`src/rtl/lane_unpacker_pkg.sv`:
```
// Shared types and default geometry for the lane unpacker.
package lane_unpacker_pkg;

    typedef enum logic {
        IDLE = 1'b0,
        BUSY = 1'b1
    } state_e;

    localparam int DEF_LANE_W    = 4;
    localparam int DEF_NUM_LANES = 2;

endpackage : lane_unpacker_pkg

```
`src/rtl/lane_unpacker_lane_shifter.sv`:
```
// Combinational right shift of one lane, logical (zero fill) or arithmetic (sign fill).
module lane_shifter #(
    parameter  int LANE_W = 4,
    localparam int SH_W   = $clog2(LANE_W)
) (
    input  logic [LANE_W-1:0] lane,
    input  logic [SH_W-1:0]   shamt,
    input  logic              arith,
    output logic [LANE_W-1:0] shifted
);

    // select the fill behaviour for the shift
    always_comb begin
        if (arith) begin
            shifted = $signed(lane) >>> shamt;
        end else begin
            shifted = lane >> shamt;
        end
    end

endmodule : lane_shifter

```
`src/rtl/lane_unpacker.sv`:
```
// Lane unpacker: takes one packed word and emits its lanes one per beat, lane 0 first,
// each lane right-shifted by the amount captured with the word.
// Optional build macro LANE_UNPACKER_B2B_EN: accept the next word on the last-lane
// handshake so consecutive words stream with no idle bubble.
//
//   state | meaning
//   ------+-----------------------------------------------------------
//   IDLE  | no word held; in_ready=1, waiting for a packed word
//   BUSY  | word held; presenting lane idx_q on the output handshake
module lane_unpacker
    import lane_unpacker_pkg::*;
#(
    parameter  int LANE_W    = DEF_LANE_W,
    parameter  int NUM_LANES = DEF_NUM_LANES,
    localparam int W         = LANE_W * NUM_LANES,
    localparam int SH_W      = $clog2(LANE_W),
    localparam int IDX_W     = $clog2(NUM_LANES) + 1
) (
    input  logic              clk,
    input  logic              rst_n,
    input  logic              in_valid,
    output logic              in_ready,
    input  logic [W-1:0]      in_data,
    input  logic [SH_W-1:0]   in_shamt,
    input  logic              in_arith,
    output logic              out_valid,
    input  logic              out_ready,
    output logic [LANE_W-1:0] out_data,
    output logic [IDX_W-1:0]  out_idx,
    output logic              out_last
);

    localparam logic [IDX_W-1:0] LAST_IDX = IDX_W'(NUM_LANES - 1);

    state_e            state_q, state_d;
    logic [W-1:0]      word_q,  word_d;
    logic [SH_W-1:0]   shamt_q, shamt_d;
    logic              arith_q, arith_d;
    logic [IDX_W-1:0]  idx_q,   idx_d;
    logic [LANE_W-1:0] lane_shifted;
    logic              last_beat;

    assign last_beat = (state_q == BUSY) && (idx_q == LAST_IDX);

    // the current lane always sits in the low bits of the word register
    lane_shifter #(.LANE_W(LANE_W)) u_shifter (
        .lane    (word_q[LANE_W-1:0]),
        .shamt   (shamt_q),
        .arith   (arith_q),
        .shifted (lane_shifted)
    );

    // outputs derive from registered state only
    always_comb begin
        out_data = (state_q == BUSY) ? lane_shifted : '0;
        out_idx  = idx_q;
        out_last = last_beat;
    end

    // next-state, capture and handshake logic
    always_comb begin
        state_d   = state_q;
        word_d    = word_q;
        shamt_d   = shamt_q;
        arith_d   = arith_q;
        idx_d     = idx_q;
        in_ready  = 1'b0;
        out_valid = 1'b0;
        case (state_q)
            IDLE: begin
                in_ready = 1'b1;
                if (in_valid) begin
                    word_d  = in_data;
                    shamt_d = in_shamt;
                    arith_d = in_arith;
                    idx_d   = '0;
                    state_d = BUSY;
                end
            end
            BUSY: begin
                out_valid = 1'b1;
                if (out_ready) begin
                    word_d = word_q >> LANE_W;
                    idx_d  = idx_q + 1'b1;
                    if (last_beat) begin
                        idx_d   = '0;
                        state_d = IDLE;
`ifdef LANE_UNPACKER_B2B_EN
                        // next word replaces the finished one on the same edge
                        in_ready = 1'b1;
                        if (in_valid) begin
                            word_d  = in_data;
                            shamt_d = in_shamt;
                            arith_d = in_arith;
                            state_d = BUSY;
                        end
`endif
                    end
                end
            end
            default: state_d = IDLE;
        endcase
    end

    // state and datapath registers
    always_ff @(posedge clk or negedge rst_n) begin
        if (!rst_n) begin
            state_q <= IDLE;
            word_q  <= '0;
            shamt_q <= '0;
            arith_q <= 1'b0;
            idx_q   <= '0;
        end else begin
            state_q <= state_d;
            word_q  <= word_d;
            shamt_q <= shamt_d;
            arith_q <= arith_d;
            idx_q   <= idx_d;
        end
    end

endmodule : lane_unpacker
```
`config.mk`:
```
export PLATFORM = sky130hd
export DESIGN_NAME = lane_unpacker
export DESIGN_NICKNAME = d
export VERILOG_FILES = /design/src/rtl/lane_unpacker_pkg.sv /design/src/rtl/lane_unpacker_lane_shifter.sv /design/src/rtl/lane_unpacker.sv
export SDC_FILE = /design/constraint.sdc
export NUM_CORES = 1
export LEC_CHECK = 0
export BUFFER_PORTS_ARGS = -buffer_cell sky130_fd_sc_hd__buf_2
export CORE_AREA = 8 8 57 59
export CTS_CLUSTER_DIAMETER = 30
export DETAILED_ROUTE_END_ITERATION = 6
export DIE_AREA = 0 0 65 67
export GPL_ROUTABILITY_DRIVEN = 0
export SLEW_MARGIN = 10
export SYNTH_ARGS = -nofsm -noshare
export SYNTH_HDL_FRONTEND = slang
export SYNTH_SLANG_ARGS = --single-unit
```
`constraint.sdc`:
```
create_clock -name clk -period 1.6 [get_ports clk]
set_input_delay 0.08 -clock clk [delete_from_list [all_inputs] [get_ports clk]]
set_output_delay 0.08 -clock clk [all_outputs]
set_load 0.01 [all_outputs]
```
### Word level (Yosys, flattened, before mapping)

Cells that the tools add are included.
Widths: inputs -> output; s select.

* flip-flop bits (word level): 14
* memory bits (writable): 0
* output and inout bits: 9
* ROM bits: 0
* bits in latches: 0
* word-level logic and storage cells: 30
* memories: 0

* bitwise gates (word level): 1
* shifts and indexed selects: 2
* eq/ne operators: 3
* magnitude comparators: 0
* reduce and logical (&&, ||, !) cells: 3
* add/sub/neg operators: 1
* muxes and demuxes: 15
* multipliers: 0
* div/mod/pow operators: 0

Operator list (number)
* $mux 8: 2
* $pmux 8 s2: 1
* $mux 4: 2
* $mux 2: 3
* $mux 1: 5
* $ne 2x2->1 const B: 2
* $pmux 2 s2: 1
* $reduce_and 2->1: 2
* $shr 4x2->4: 1
* $sshr 4x2->4: 1
* $add 2x1->2 const B: 1
* $eq 2x1->1 const B: 1
* $pmux 1 s2: 1
* $logic_and 1x1->1: 1
* $not 1->1: 1

### Longest topological paths before layout

Gate-level depths: netlist of the first run.

* word-level depth: 5
* mapped depth: 4
* gate-level depth less buffers: 3

### Cells and area by module

Synthesis of the first run repeated with hierarchy kept, for this count alone.

* cells, all modules: 71
* area total of the unflattened synthesis: 795.8 um2

By module, submodules not included
* lane_unpacker: cells each 58, seq. area each 350.3 um2, times used 1, area each 718.2 um2
* lane_shifter: cells each 13, seq. area each 0.0 um2, times used 1, area each 77.6 um2

### Least setup slack after synthesis of the first run

Ideal clock, no wire load.

* path kind: register -> register
* from: reg state_q
* to: reg arith_q
* data required time: 1.475 ns
* slack: 0.501 ns
* cell stages (with the launch flop): 3
* arrival time: 0.974 ns
* cells stage by stage: dfrtp_1 nor2b_4 mux2_4

* word-level cells in the longest chain between the ends: 2

RTL lines
* start, declared: RTL line lane_unpacker.sv:35 `state_e state_q, state_d;`
* start signal, assigned: RTL line lane_unpacker.sv:114 `state_q <= state_d;`
* $not 1->1 (no source line)
* $reduce_and 2->1 (no source line)
* end signal, assigned: RTL line lane_unpacker.sv:117 `arith_q <= arith_d;`
* end, declared: RTL line lane_unpacker.sv:38 `logic arith_q, arith_d;`

Every way passes these cells.
A chain may end at the register's enable or synchronous reset.

### Worst setup path in the final report of the first run

* from: reg shamt_q[1]
* to: out out_data[1]

* word-level cells in the longest chain between the ends: 3
* elaborated cells between the ends (all ways): 4
* classes of those cells: shift (2); mux (2)

RTL lines
* start, declared: RTL line lane_unpacker.sv:37 `logic [SH_W-1:0] shamt_q, shamt_d;`
* start signal, assigned: RTL line lane_unpacker.sv:116 `shamt_q <= shamt_d;`
* $shr 4x2->4 / $sshr 4x2->4 (equally long branches): RTL line lane_unpacker_lane_shifter.sv:17, lane_unpacker_lane_shifter.sv:15
* $mux 4 *: RTL line lane_unpacker_lane_shifter.sv:14 `if (arith) begin`
* $mux 4 *: RTL line lane_unpacker.sv:55 `out_data = (state_q == BUSY) ? lane_shifted : '0;`
* end, declared: RTL line lane_unpacker.sv:28 `output logic [LANE_W-1:0] out_data,`

Every way passes the cells marked *; elsewhere a longest branch is shown, timed or not.

==> results of run 1 <==
[placed cells by master, fill, tap and decap left out, drive strengths merged]
| cell type | Yosys | final |
|---|---|---|
| inv | 2 | 2 |
| o31ai | 1 | 1 |
| mux2i | 10 | 10 |
| dfrtp | 14 | 14 |
| nor2 | 2 | 2 |
| o2111ai | 1 | 1 |
| nand2b | 1 | 1 |
| o211a | 1 | 1 |
| a21oi | 6 | 6 |
| and3 | 1 | 1 |
| mux2 | 3 | 3 |
| a311oi | 1 | 1 |
| xnor2 | 1 | 1 |
| nand2 | 6 | 6 |
| a211oi | 6 | 6 |
| o22ai | 5 | 5 |
| nor2b | 4 | 4 |
| o311ai | 1 | 1 |
| and2b | 2 | 2 |
| dlygate4sd3 | 0 | 1 |
| buf | 5 | 24 |
| clkbuf | 0 | 3 |
[metal layers]
metal	vias to the layer above	share of wire [%]	track usage, %
met4	0	0.59	3.270
met3	2	4.8	4.530
met5	-	0	0
met2	11	47	14.04
met1	308	47	10.39
li1	314	-	-
[power groups by stage]
stage	Combinational [mW]	Clock, mW	Sequential, mW
3_5_place_dp	0.784	0	0.737
4_1_cts	0.788	0.209	0.733
2_1_floorplan	0.627	0	0.650
6_report	0.774	0.195	0.738
3_3_place_gp	0.764	0	0.727
5_1_grt	0.854	0.225	0.762
[worst max-delay path: stages (launching register included)]
cell                       delay (ns)
sky130_fd_sc_hd__dfrtp_1         0.50
sky130_fd_sc_hd__o311ai_1        0.38
sky130_fd_sc_hd__a21oi_2         0.05
sky130_fd_sc_hd__buf_2           0.15
[logic make-up after synthesis]
| family | count (synthesis) | share of synthesized area [%] |
|---|---|---|
| compound gates | 22 | 19.37 |
| simple gates | 16 | 11.34 |
| flops | 14 | 44.09 |
| mux | 13 | 18.27 |
| buf+inv | 7 | 5.825 |
| xor+xnor | 1 | 1.103 |
[state kept, by name, summed over array words and instances (netlist names)]
signal   count
shamt_q      2
word_q       8
out_idx      2
state_q      1
arith_q      1
[final timing paths]
check | endpoint | cells after the start | slack (ns)
max in group asynchronous | state_q | 2 | 1.10
min | shamt_q[0] | 2 | 0.03
max | out_data[1] | 3 | 0.17
min reg2reg | out_idx[1] | 2 | 0.52
min in group asynchronous | word_q[4] | 2 | 0.23
max reg2reg | arith_q | 2 | 0.45
[through the flow]
step | util (%) | std cells | total power, mW
final | 40.16 | 126 | 1.708
after global routing | 40.16 | 126 | 1.841
after CTS | 40.11 | 126 | 1.730
after detailed placement | 38.73 | 122 | 1.521
after global placement | 38.73 | 122 | 1.490
after floorplan | - | 73 | 1.277
[layout make-up]
| type | instances | area (µm²) | share of cell area [%] |
|---|---|---|---|
| Timing Repair Buffer | 25 | 132.6 | 13.97 |
| Tap cell | 30 | 37.54 | 3.953 |
| Sequential cell | 14 | 351.6 | 37.02 |
| Clock buffer | 3 | 22.52 | 2.372 |
| Inverter | 2 | 7.507 | 0.7905 |
| Multi-Input combinational cell | 52 | 397.9 | 41.90 |
[timing repair]
action | CTS | global route
hold endpoints to repair | 14 | 0
hold buffers | 1 | 0
endpoints found under the setup margin | 0 | 1
gates resized for setup | 0 | 1
==> impl_metrics.yaml, run 1 <==
power_and_ir_drop:
  leakage_nw: 0.4618
  switching_power_uw: 709.2
  seqPwrFrac_pct: 43.2
  combPwrFrac_pct: 45.3
  powerDensity_mw_per_mm2: 1798
  power.clock.fraction_pct: 11.4
  worst_vdd_rail_ir_drop_mv: 0.7402
  p_int_uw: 998.3
  switching_share_pct: 41.53
detailed_routing:
  drtIter0Drc: 13
  drcViolationCount: 0
  via_per_inst: 5.040
  wire_per_inst_um: 14.80
  routed_wirelength_um: 1865
  drt.antenna.violating_nets: 0
  drt_pass1_iterations: 3
  via_count: 635
timing:
  tightest_slew_ns: 0.3432
  setup-violations-final: 0
  fin_setup_tns_ns: 0
  clock.fmax_mhz: 700.8
  setup_slack_ns: 0.1731
  rsz_0062_raised_after_global_routing: "false"
  finalClockSkew_ns: 0.0007672
  timing.final.hold_violations: 0
  slew_headroom_pct: 77.12
  fin_hold_ws_ns: 0.03363
  final_period_minus_worst_setup_slack_ns: 1.427
  drv_slew: 0
  layout_worst_path_cycle_share_pct: 89.18
floorplanning:
  dieArea_mm2: 0.004355
  floorplan.die.height_um: 67
  placementRows: 18
  core_area_mm2: 0.002365
  die_w_um: 65
  floorplan.initialDensity_pct: 33.60
  io-pin-count: 24
setup_path:
  critical_path.max_fanout: 9
  crit_end_element: "output port"
  regToRegStartpoint: "state_q"
  cp_data_required_time_ns: 1.52
  startpoint: "shamt_q[1]"
  worst-endpoint-arrival_ns: 1.35
  worstSetupPathType: "register to output port"
  start_kind: "register"
synthesis:
  synth-edff-count: 0
  synth.distinct_cells: 25
  synth.net_count: 88
  yosys_reg_bits: 14
  synth_top_area_share_pct: 44.09
  synth_top_flop_cell: "sky130_fd_sc_hd__dfrtp_1"
  synth_sequential_area_ratio_pct: 44.09
  synth_most_common_cell: "sky130_fd_sc_hd__dfrtp_1"
  syn_area_um2: 794.5
  top_cells_by_area_synth: "sky130_fd_sc_hd__dfrtp_1 44%, sky130_fd_sc_hd__mux2i_1 13%, sky130_fd_sc_hd__a211oi_1 5.7%"
  syn_area_per_cell_um2: 10.88
  synth-async-reset-ratio_pct: 100.0
  postSynthCellCount: 73
  yosysWarningCount: 0
  synth_top_cells_by_count: "14 x sky130_fd_sc_hd__dfrtp_1, 10 x sky130_fd_sc_hd__mux2i_1, 6 x sky130_fd_sc_hd__a211oi_1, 6 x sky130_fd_sc_hd__nand2_1"
  synth_area_leader_cell: "sky130_fd_sc_hd__dfrtp_1"
layout:
  num-nets-final: 113
  post_route_cells_drive_above_1_share_pct: 35.42
  fin_area_um2: 949.7
  n_diodes: 0
  area_growth_synth_to_finish_pct: 19.53
  filler_cell_count: 253
clock_tree:
  cts_tree: "built"
  worst_skew_pair.late_latency_ns: 0.27
  clk_transition_reported_paths_ns: 0.08
  htreeDepth: 1
  library_cell_used_as_clock_root_buffer: "sky130_fd_sc_hd__clkbuf_4"
  post_cts_buffers: 0
  cts_sinks: 14
  clk_path_buf_depth: 2
  number_of_buffers_inserted_during_clock_tree_synthesis: 3
global_route:
  vias_in_the_first_global_route: 670
  grtUsageTotal_pct: 8.999
  grt_max_degree: 16
  grt_antenna_before_repair: 0
  grt-ovfl-total: 0
  grt_first_pass_wirelength_um: 3042
placed_design:
  io_buffers: 23
  place_area_um2: 915.9
  setup_slack_placement_ns: 0.3985
  post-dp-hpwl_um: 1364
worst_hold_path:
  worstHoldStart: "in_shamt[0]"
  worst_hold_check_path_type: "input port to register"
status:
  result_of_the_run: "finished, final reports clean"
flow_run:
  cap_viol_max_count: 0
Power figures use the tool's default switching activity.
==> inputs of run 2 (changes only) <==
- CORE_AREA: 8 8 57 59 -> 2 2 42 44
- DIE_AREA: 0 0 65 67 -> 0 0 44 46
- PLACE_DENSITY: unset -> 0.79
==> impl_metrics.yaml, run 2 (synthesis gave the netlist of run 1 again) <==
worst_hold_path:
  holdPathStages: 2
  worstHoldStart: "in_arith"
  worst_hold_check_path_type: "input port to register"
  worst_hold_endpoint: "arith_q"
placed_design:
  post-dp-hpwl_um: 1234
  io_buffers: 23
  place_area_um2: 899.6
timing:
  layout_worst_path_cycle_share_pct: 91.53
  drv_slew: 0
  setup-violations-final: 0
  finalClockSkew_ns: 0.009177
  final_period_minus_worst_setup_slack_ns: 1.465
  slew_headroom_pct: 78.48
  timing.final.hold_violations: 0
  rsz_0062_raised_after_global_routing: "false"
  tightest_slew_ns: 0.3177
  fin_setup_tns_ns: 0
  clock.fmax_mhz: 682.8
clock_tree:
  cts_sinks: 14
  post_cts_buffers: 0
  cts_tree: "built"
  clk_transition_reported_paths_ns: 0.08
  post_cts_resized: 0
  htreeDepth: 1
  worst_skew_pair.late_latency_ns: 0.28
  number_of_buffers_inserted_during_clock_tree_synthesis: 3
  clk_path_buf_depth: 2
  library_cell_used_as_clock_root_buffer: "sky130_fd_sc_hd__clkbuf_4"
detailed_routing:
  wire_per_inst_um: 14.86
  drt_pass1_iterations: 4
  via_count: 652
  drt.antenna.violating_nets: 0
  routed_wirelength_um: 1694
  drtIter0Drc: 11
  via_per_inst: 5.719
  drcViolationCount: 0
layout:
  most_common_cell_after_layout_fill_and_taps_aside: "sky130_fd_sc_hd__buf_2"
  filler_cell_count: 140
  most_flop_heavy_register: "word_q"
  fin_area_um2: 945.9
  num-nets-final: 113
  area_growth_synth_to_finish_pct: 19.06
  post_route_cells_drive_above_1_share_pct: 35.05
  n_diodes: 0
  layout.cells.most_common_list: "23 x sky130_fd_sc_hd__buf_2, 14 x sky130_fd_sc_hd__dfrtp_1, 10 x sky130_fd_sc_hd__mux2i_1"
  finalCoreUtilization_pct: 58.60
  max_ffs_per_register: 8
global_route:
  grt_max_degree: 18
  grt_first_pass_wirelength_um: 2773
  grtUsageTotal_pct: 18.86
  vias_in_the_first_global_route: 650
  grt_antenna_before_repair: 0
  grt-ovfl-total: 0
setup_path:
  cp_data_required_time_ns: 1.52
  regToRegSetupSlack_ns: 0.46
  worstSetupPathType: "register to output port"
  crit_end_element: "output port"
  reg2reg_depth: 2
  regToRegEndpoint: "shamt_q[0]"
  start_kind: "register"
  critical_path.max_fanout: 9
  worst-endpoint-arrival_ns: 1.38
  regToRegStartpoint: "state_q"
floorplanning:
  floorplan.initialDensity_pct: 49.22
  floorplan.die.height_um: 46
  core_area_mm2: 0.001614
  placementRows: 15
  dieArea_mm2: 0.002024
  die_w_um: 44
  io-pin-count: 24
power_and_ir_drop:
  leakage_nw: 0.4697
  worst_vdd_rail_ir_drop_mv: 0.8285
  powerDensity_mw_per_mm2: 1871
flow_run:
  cap_viol_max_count: 0
status:
  result_of_the_run: "finished, final reports clean"
## run 2: changes by cell type in the layout (fill, tap and decap cells not counted), sizes merged
cell    delta
clkbuf     +1
## run 2: worst max-delay path by stage
stage,to,startpoint,cells after the start
6_report,out_data[0],state_q,3
5_1_grt,out_data[0],state_q,3
4_1_cts,out_data[0],state_q,3
3_5_place_dp,out_data[0],state_q,3
3_3_place_gp,out_data[0],state_q,3
2_1_floorplan,arith_q,state_q,2
## run 2: timing repair
| item | CTS | global route |
|---|---|---|
| hold buffers | 1 | 0 |
| hold endpoints to repair | 14 | 0 |
| endpoints found under the setup margin | 0 | 0 |
## run 2: through the flow
| stage | setup WS, ns | power [mW] | hold WS, ns | std cells |
|---|---|---|---|---|
| after global routing | 0.06637 | 1.898 | 0.03116 | 114 |
| after detailed placement | 0.4506 | 1.517 | -0.007704 | 109 |
| after CTS | 0.1343 | 1.776 | 0.02487 | 114 |
| final | 0.1355 | 1.770 | 0.03224 | 114 |
| after global placement | 0.4896 | 1.466 | -0.01082 | 109 |
| after floorplan | 0.5009 | 1.277 | -0.2156 | 73 |
## run 2: power breakdown
part | leakage [nW] | total [mW] | internal [mW] | switching (mW)
Clock | 0.0210 | 0.256 | 0.138 | 0.118
Combinational | 0.274 | 0.792 | 0.407 | 0.385
Sequential | 0.175 | 0.722 | 0.501 | 0.222
Total | 0.470 | 1.77 | 1.05 | 0.724
## run 2: routing by layer
layer / GRT usage [%] / part of all wire (%) / wire, µm
met1: 24.69 / 47 / 794
met2: 30.88 / 49 / 838
met3: 3.571 / 3.2 / 55
met4: 7.273 / 0.35 / 6
met5: 0 / 0 / 0
## run 2: area by class of cell
type | instances | area (µm²) | share of cell area, %
multi-input combinational | 52 | 397.9 | 42.06
clock buffer | 4 | 36.28 | 3.836
tap | 17 | 21.27 | 2.249
timing repair buffer | 25 | 132.6 | 14.02
inverter | 2 | 7.507 | 0.7937
sequential | 14 | 350.3 | 37.04
## run 2: critical path, stage by stage (launching register included)
cell,delay [ns]
sky130_fd_sc_hd__dfrtp_1,0.53
sky130_fd_sc_hd__inv_2,0.12
sky130_fd_sc_hd__o31ai_1,0.28
sky130_fd_sc_hd__buf_2,0.18
==> inputs of run 3 (changes only) <==
- CELL_PAD_IN_SITES_DETAIL_PLACEMENT: unset -> 2
- CELL_PAD_IN_SITES_GLOBAL_PLACEMENT: unset -> 2
- CORE_AREA: 2 2 42 44 -> 2 2 53 55
- DIE_AREA: 0 0 44 46 -> 0 0 55 57
- PLACE_DENSITY: 0.79 -> unset
- PLACE_DENSITY_LB_ADDON: unset -> 0.1
- clock period: 1.6 -> 1.7 ns (I/O delays scaled with it)
==> impl_metrics.yaml, run 3 (synthesis gave the netlist of run 1 again) <==
status:
  result_of_the_run: "finished, final reports clean"
detailed_routing:
  routed_wirelength_um: 2080
  via_count: 639
  wire_per_inst_um: 16.25
  drt_pass1_iterations: 3
  drtIter0Drc: 2
  via_per_inst: 4.992
  drt.antenna.violating_nets: 0
  drcViolationCount: 0
placed_design:
  place_area_um2: 917.1
  io_buffers: 23
  post-dp-hpwl_um: 1530
timing:
  timing.final.hold_violations: 0
  clock.fmax_mhz: 665.3
  rsz_0062_raised_after_global_routing: "false"
  finalClockSkew_ns: 0.002607
  layout_worst_path_cycle_share_pct: 88.41
  final_period_minus_worst_setup_slack_ns: 1.503
  drv_slew: 0
  fin_hold_ws_ns: 0.03016
  slew_headroom_pct: 71.13
  setup-violations-final: 0
  tightest_slew_ns: 0.4330
  fin_setup_tns_ns: 0
power_and_ir_drop:
  worst_vdd_rail_ir_drop_mv: 0.7327
  powerDensity_mw_per_mm2: 1754
  switching_share_pct: 41.71
  seqPwrFrac_pct: 41.5
  p_int_uw: 984.7
  switching_power_uw: 704.7
  power.clock.fraction_pct: 14.3
  leakage_nw: 0.4697
  combPwrFrac_pct: 44.2
setup_path:
  reg2reg_depth: 2
  regToRegStartpoint: "state_q"
  worst-endpoint-arrival_ns: 1.42
  start_kind: "register"
  crit_end_element: "output port"
  critical_path.max_fanout: 12
  regToRegEndpoint: "arith_q"
  cp_data_required_time_ns: 1.62
  setup_crit_end: "out_data[0]"
  startpoint: "state_q"
  worstSetupPathType: "register to output port"
  regToRegSetupSlack_ns: 0.49
flow_run:
  cap_viol_max_count: 0
global_route:
  grtUsageTotal_pct: 15.02
  grt-ovfl-total: 0
  grt_first_pass_wirelength_um: 3394
  grt_antenna_before_repair: 0
  vias_in_the_first_global_route: 694
  grt_max_degree: 16
floorplanning:
  placementRows: 19
  die_w_um: 55
  floorplan.die.height_um: 57
  io-pin-count: 24
  floorplan.initialDensity_pct: 30.38
  dieArea_mm2: 0.003135
  core_area_mm2: 0.002615
layout:
  most_common_cell_after_layout_fill_and_taps_aside: "sky130_fd_sc_hd__buf_2"
  area_growth_synth_to_finish_pct: 21.26
  post_route_cells_drive_above_1_share_pct: 35.05
  n_diodes: 0
  most_flop_heavy_register: "word_q"
  filler_cell_count: 306
  num-nets-final: 113
  max_ffs_per_register: 8
  finalCoreUtilization_pct: 36.84
  layout.cells.most_common_list: "23 x sky130_fd_sc_hd__buf_2, 14 x sky130_fd_sc_hd__dfrtp_1, 10 x sky130_fd_sc_hd__mux2i_1"
  fin_area_um2: 963.4
worst_hold_path:
  worst_hold_check_path_type: "input port to register"
  holdPathStages: 2
clock_tree:
  cts_sinks: 14
  cts_tree: "built"
  worst_skew_pair.late_latency_ns: 0.28
  post_cts_resized: 0
  htreeDepth: 1
  number_of_buffers_inserted_during_clock_tree_synthesis: 3
  clk_path_buf_depth: 2
  library_cell_used_as_clock_root_buffer: "sky130_fd_sc_hd__clkbuf_4"
  clk_transition_reported_paths_ns: 0.09
run 3: cell counts in the layout (fill, tap and decap cells not counted):
No cell type changed its count.
run 3: final cells by class:
type	count	area, µm²	area share (%)
inverter	2	7.507	0.7792
sequential	14	350.3	36.36
timing repair buffer	25	132.6	13.77
tap	31	38.79	4.026
multi-input combinational	52	397.9	41.30
clock buffer	4	36.28	3.766
run 3: power by group through the flow:
stage          Clock, mW  Sequential (mW)  Combinational, mW
2_1_floorplan          0            0.612              0.590
3_3_place_gp           0            0.701              0.729
3_5_place_dp           0            0.709              0.754
4_1_cts            0.253            0.702              0.762
5_1_grt            0.271            0.732              0.841
6_report           0.242            0.700              0.747
run 3: how the worst min path moves through the flow:
stage                startpoint    endpoint  slack [ns]
global route        in_shamt[0]  shamt_q[0]        0.02
CTS                 in_shamt[0]  shamt_q[0]        0.02
detailed placement        rst_n  out_idx[1]        0.01
floorplan                 rst_n     arith_q       -0.21
global placement          rst_n  out_idx[1]       0.006
finish              in_shamt[0]  shamt_q[0]        0.03
run 3: routing by layer:
metal	up-vias	wire length [µm]	global-route usage, %	share of wire, %
li1	317	-	-	-
met1	308	986	19.60	47
met2	12	1005	24.66	48
met3	2	69	4.712	3.3
met4	0	19	2.091	0.91
met5	-	0	0	0
run 3: timing repair:
item,CTS,global route
buffers inserted,0,0
endpoints found under the hold margin,14,0
hold buffers,1,0
run 3: per-stage QoR:
step,worst slack (ns),std cells,power [mW]
floorplan,0.5984,73,1.202
global placement,0.5216,123,1.430
detailed placement,0.4980,123,1.463
CTS,0.1756,128,1.718
global route,0.04899,128,1.844
finish,0.1970,128,1.689
run 3: worst max-delay path, cell delays in order, from the launching register on:
cell and delay, ns:
sky130_fd_sc_hd__dfrtp_1 0.62, sky130_fd_sc_hd__inv_2 0.11, sky130_fd_sc_hd__o31ai_1 0.24, sky130_fd_sc_hd__buf_2 0.17
